===== src/rtl/risc_cycle_ctrl.sv =====
// Multi-cycle FETCH/DECODE/EXEC/MEM/WB control sequencer for the RISC datapath.
// Ports: clk, rst (sync, active-high), run, instr_class, branch_taken in;
//   imem_re, ir_load, alu_en, dmem_re, dmem_we, reg_we, pc_en, pc_sel,
//   state, halted out.  Optional RISC_CTRL_PERF_EN adds instr_cnt, cycle_cnt.
module risc_cycle_ctrl #(
  parameter int unsigned MEM_LATENCY = 2,
  parameter int unsigned CLS_W       = 3
) (
  input  logic             clk,
  input  logic             rst,
  input  logic             run,
  input  logic [CLS_W-1:0] instr_class,
  input  logic             branch_taken,
  output logic             imem_re,
  output logic             ir_load,
  output logic             alu_en,
  output logic             dmem_re,
  output logic             dmem_we,
  output logic             reg_we,
  output logic             pc_en,
  output logic             pc_sel,
  output logic [2:0]       state,
  output logic             halted
`ifdef RISC_CTRL_PERF_EN
  ,
  output logic [31:0]      instr_cnt,
  output logic [31:0]      cycle_cnt
`endif
);

  localparam logic [2:0] S_IDLE   = 3'd0;
  localparam logic [2:0] S_FETCH  = 3'd1;
  localparam logic [2:0] S_DECODE = 3'd2;
  localparam logic [2:0] S_EXEC   = 3'd3;
  localparam logic [2:0] S_MEM    = 3'd4;
  localparam logic [2:0] S_WB     = 3'd5;
  localparam logic [2:0] S_HALTED = 3'd6;

  localparam logic [2:0] LAST_CNT = 3'(MEM_LATENCY - 1);

  logic [2:0]       state_q, state_d;
  logic [2:0]       cnt_q, cnt_d;
  logic [CLS_W-1:0] cls_q;

  logic is_alu, is_load, is_store;
  logic is_branch, is_halt;
  logic cnt_last, cnt_first;

  logic imem_re_c, ir_load_c, alu_en_c;
  logic dmem_re_c, dmem_we_c, reg_we_c;
  logic pc_en_c, pc_sel_c;

  assign is_alu    = (cls_q == CLS_W'(0));
  assign is_load   = (cls_q == CLS_W'(1));
  assign is_store  = (cls_q == CLS_W'(2));
  assign is_branch = (cls_q == CLS_W'(3));
  assign is_halt   = (cls_q == CLS_W'(4));

  assign cnt_last  = (cnt_q == LAST_CNT);
  assign cnt_first = (cnt_q == 3'd0);

  always_comb begin
    state_d   = state_q;
    cnt_d     = cnt_q;
    imem_re_c = 1'b0;
    ir_load_c = 1'b0;
    alu_en_c  = 1'b0;
    dmem_re_c = 1'b0;
    dmem_we_c = 1'b0;
    reg_we_c  = 1'b0;
    pc_en_c   = 1'b0;
    pc_sel_c  = 1'b0;
    case (state_q)
      S_IDLE: begin
        if (run) begin
          state_d = S_FETCH;
          cnt_d   = 3'd0;
        end
      end
      S_FETCH: begin
        imem_re_c = 1'b1;
        if (cnt_last) begin
          ir_load_c = 1'b1;
          state_d   = S_DECODE;
          cnt_d     = 3'd0;
        end else begin
          cnt_d = cnt_q + 3'd1;
        end
      end
      S_DECODE: state_d = S_EXEC;
      S_EXEC: begin
        alu_en_c = 1'b1;
        cnt_d    = 3'd0;
        if (is_alu) begin
          state_d = S_WB;
        end else if (is_load || is_store) begin
          state_d = S_MEM;
        end else if (is_halt) begin
          state_d = S_HALTED;
        end else if (is_branch) begin
          pc_en_c  = 1'b1;
          pc_sel_c = branch_taken;
        end else begin
          pc_en_c = 1'b1;
        end
      end
      S_MEM: begin
        dmem_re_c = is_load;
        dmem_we_c = is_store && cnt_first;
        pc_en_c   = is_store && cnt_last;
        if (cnt_last) begin
          cnt_d = 3'd0;
          if (is_load) state_d = S_WB;
        end else begin
          cnt_d = cnt_q + 3'd1;
        end
      end
      S_WB: begin
        reg_we_c = 1'b1;
        pc_en_c  = 1'b1;
      end
      S_HALTED: state_d = S_HALTED;
      default:  state_d = S_IDLE;
    endcase
    // Every pc_en pulse marks the instruction boundary.
    if (pc_en_c) begin
      state_d = run ? S_FETCH : S_IDLE;
      cnt_d   = 3'd0;
    end
  end

  always_ff @(posedge clk) begin
    if (rst) begin
      state_q <= S_IDLE;
      cnt_q   <= 3'd0;
      cls_q   <= '0;
    end else begin
      state_q <= state_d;
      cnt_q   <= cnt_d;
      if (state_q == S_DECODE) cls_q <= instr_class;
    end
  end

  // Enables are masked while rst is high so a reset landing mid-instruction
  // never leaks a partial write or PC update.
  assign imem_re = imem_re_c & ~rst;
  assign ir_load = ir_load_c & ~rst;
  assign alu_en  = alu_en_c  & ~rst;
  assign dmem_re = dmem_re_c & ~rst;
  assign dmem_we = dmem_we_c & ~rst;
  assign reg_we  = reg_we_c  & ~rst;
  assign pc_en   = pc_en_c   & ~rst;
  assign pc_sel  = pc_sel_c  & ~rst;
  assign state   = state_q;
  assign halted  = (state_q == S_HALTED);

`ifdef RISC_CTRL_PERF_EN
  logic [31:0] instr_cnt_q, cycle_cnt_q;
  logic        busy;
  logic        retire;

  assign busy   = (state_q != S_IDLE) && (state_q != S_HALTED);
  assign retire = pc_en_c || ((state_q == S_EXEC) && is_halt);

  always_ff @(posedge clk) begin
    if (rst) begin
      instr_cnt_q <= 32'd0;
      cycle_cnt_q <= 32'd0;
    end else begin
      if (busy)   cycle_cnt_q <= cycle_cnt_q + 32'd1;
      if (retire) instr_cnt_q <= instr_cnt_q + 32'd1;
    end
  end

  assign instr_cnt = instr_cnt_q;
  assign cycle_cnt = cycle_cnt_q;
`endif

endmodule


===== config.mk =====
export PLATFORM = sky130hd
export DESIGN_NAME = risc_cycle_ctrl
export DESIGN_NICKNAME = d
export VERILOG_FILES = /design/src/rtl/risc_cycle_ctrl.sv
export SDC_FILE = /design/constraint.sdc
export NUM_CORES = 1
export LEC_CHECK = 0
export BUFFER_PORTS_ARGS = -buffer_cell sky130_fd_sc_hd__buf_2
export CAP_MARGIN = 5
export CELL_PAD_IN_SITES_DETAIL_PLACEMENT = 2
export CELL_PAD_IN_SITES_GLOBAL_PLACEMENT = 2
export CORE_UTILIZATION = 29
export DETAILED_ROUTE_END_ITERATION = 16
export PLACE_DENSITY_LB_ADDON = 0.1
export REMOVE_ABC_BUFFERS = 1
export SLEW_MARGIN = 20
export SYNTH_ARGS = -nofsm -noshare
export SYNTH_HDL_FRONTEND = slang
export SYNTH_SLANG_ARGS = --single-unit

===== constraint.sdc =====
create_clock -name clk -period 2.31 [get_ports clk]
set_input_delay 0.231 -clock clk [delete_from_list [all_inputs] [get_ports clk]]
set_output_delay 0.231 -clock clk [all_outputs]
set_load 0.01 [all_outputs]

==> results by group <==
Synth
  • Top post-synthesis cells by count: nor2_1 (10), dfxtp_1 (9), a21oi_1 (8), o21ai_0 (8), nand2_1 (7)
  • Post-synth EDFFs: 0
  • Number of synthesized register bits: 9
  • Dominant cells by area after synthesis: dfxtp_1 (29%), a21oi_1 (6.4%), o21ai_0 (6.4%)
  • Cell taking the most area after synthesis: dfxtp_1
  • Sequential area share after synthesis: 0.287
  • Post-Syn Area: 627 µm²
  • Fraction of registers with async set or reset after synthesis: 0
  • Mapped Avg Cell Area: around 7.6 µm²
  • Netlist cell types: 31
  • Yosys warning count: 0
  • Count leader, synth: nor2_1
  • Synth top area share: 0.287
  • Most common flop cell mapped by yosys: dfxtp_1
  • Cells after Synth: 82

Power
  • P per Cell Area: 779 nW/µm²
  • Combinational Power Share: 0.347
  • Leak Pwr: 0.000309 µW
  • Clock share of power: 0.224
  • Int Pwr: 342 µW
  • Flop pwr share: 0.430
  • Sw power: ~240 µW
  • Switching share of power: 0.409
  • Tot Pwr: a little under 600 µW
  • Max VDD drop: around 0.29 mV

STA
  • Final Cycle Share: 0.869
  • Final Hold Fails: 0
  • Setup_tns: 0 ps
  • RSZ-0062 raised after global routing: no
  • Worst Tran Pin Value: ~670 ps
  • Slew HR: 0.555
  • Setup-failing EPs final: 0
  • Clock skew: 6.08 ps
  • Final Max Tran Viols: 0
  • Min cycle time layout: around 2000 ps
  • Max Clk Rate: roughly 500 MHz

Critical path
  • Required time worst endpoint: 2080 ps
  • CP endpoint: pc_en
  • Crit Path Max Fanout: 20
  • Worst path arrival time: around 1800 ps
  • Critical Path Source Type: register
  • Critical path type: reg -> out
  • Critical R2R Launch: state[2]$_SDFFE_PP0P_
  • Slack of the worst reg-to-reg path: 650 ps
  • RR Endpoint: state[0]$_SDFFE_PP0P_
  • R2r worst-path depth: 4
  • Critical path endpoint category: output port
  • Crit path from: state[2]$_SDFFE_PP0P_

Global route
  • First-pass GRT wire length: between 3 and 4 mm
  • Vias in the first global route: about 670
  • Initial antenna violation count: 0
  • Largest net degree at the start of global routing: 21
  • Total congestion overflow: 0
  • GRT Util Overall: 0.172

Clock tree
  • CTS Root Cell: clkbuf_4
  • Skew-Pair Late Insertion Delay: around 270 ps
  • Post-CTS Setup Repair Bufs: 0
  • Reg clk slew, reported paths: about 60 ps
  • Max Root-Sink Buffers: 2
  • CTS tree: built
  • Hold_buf cts: 0
  • Post-CTS resize count: 0
  • Cts bufs inserted: 3
  • TritonCTS sink count: 9
  • CTS HTree Levels: 1

Place
  • Hpwl dp: approximately 1.3 mm
  • RD Place Congestion: approximately 0.75
  • Port Buffers: 18

Finish
  • P&R area growth vs syn: 18.6%
  • Final nets: between 100 and 150
  • # fillers: between 200 and 300
  • Core Util, Final: 0.371
  • Area taken by multi-input logic gates: 409 µm²
  • Register area: roughly 180 µm²
  • Antenna diode count: 0
  • Layout cells sized above 1: 0.276

Drt
  • Detail Route Antenna Nets: 0
  • Routed wire length: between 1.5 and 2 mm
  • DR DRC count: 0
  • DR vias/cell: approximately 5.3
  • Total number of vias: about 660
  • TritonRoute pass-1 iters: 3
  • Initial DRC count: 1
  • Routed wire per std cell: between 10 and 15 µm

Floorplanning
  • IO Count: 19
  • Core Region: 2000 µm²
  • Initial core utilization: 0.313
  • Die Y: 48.5 µm
  • Row cnt: 16
  • Die X: between 40 and 50 µm
  • Die area: roughly 2400 µm²

Status
  • Status: finished clean

Min path
  • Min-Delay Path Depth: 3
  • Tightest Hold Check Type: in -> reg

Job
  • Max-cap violation count: 0
==> stage by stage <==
stage / setup slack, ps / hold WS [ps] / cells / area, µm²
after detailed placement: 592 / 491 / 121 / 717
after floorplan: 738 / 300 / 76 / 593
after CTS: 287 / 210 / 125 / 743
after global routing: 175 / 232 / 125 / 743
after global placement: 635 / 481 / 121 / 717
final: 303 / 214 / 125 / 743
==> layout by cell type, fill, tap and decap left out, types with 2 or more instances in the layout <==
cell,n
a21oi_1,8
dfxtp_1,9
and3_1,2
nor3_1,4
o21ai_0,8
nor2_1,10
nand2_1,7
a21o_1,2
clkbuf_4,3
and4_1,2
buf_2,18
nand4b_1,2
nand3b_1,3
xnor2_1,2
o21ba_2,2
==> per-layer routing <==
layer / GRT usage / routed length (µm)
met1: 0.217 / 922
met2: 0.282 / 795
met3: 0.0440 / 60
met4: 0.0588 / 23
met5: 0 / 0
==> power by group through the flow <==
stage | combinational, µW | clock, µW | sequential [µW]
3_5_place_dp | 202 | 0 | 252
6_report | 201 | 129 | 249
5_1_grt | 226 | 140 | 257
4_1_cts | 205 | 133 | 249
2_1_floorplan | 142 | 0 | 236
3_3_place_gp | 199 | 0 | 251
==> worst max-delay path, stage by stage (launching register included) <==
cell and delay [ps]:
dfxtp_1 750, xnor2_1 160, a211o_1 310, a21oi_2 140, buf_2 150
==> worst min path at each step <==
stage | from | end | slack, ps
global route | instr_class[0] | cls_q[0]$_SDFFE_PP0P_ | 230
detailed placement | instr_class[1] | cls_q[1]$_SDFFE_PP0P_ | 490
floorplan | rst | cls_q[0]$_SDFFE_PP0P_ | 300
finish | instr_class[1] | cls_q[1]$_SDFFE_PP0P_ | 210
global placement | instr_class[0] | cls_q[0]$_SDFFE_PP0P_ | 480
CTS | instr_class[1] | cls_q[1]$_SDFFE_PP0P_ | 210
==> area by class of cell <==
cell class,instances,share of cell area
sequential,9,0.242
tap,27,0.0455
multi-input combinational,66,0.551
timing repair buffer,18,0.121
inverter,1,0.00505
clock buffer,4,0.0354
==> state kept, by name (all words and copies together) (netlist names) <==
signal and count:
cls_q 3, cnt_q 3, state 3
==> logic make-up (layout without fill, tap and decap cells) <==
kind of cell              Yosys count  in the layout  share of synthesized area
and+or+nand+nor                    38             38                      0.357
buffers and inverters               7             23                     0.0599
DFF                                 9              9                      0.287
xor gates and xnor gates            3              3                     0.0419
AOI/OAI and AO/OA                  25             25                      0.254
No activity file was read; power rests on OpenSTA's default activity.
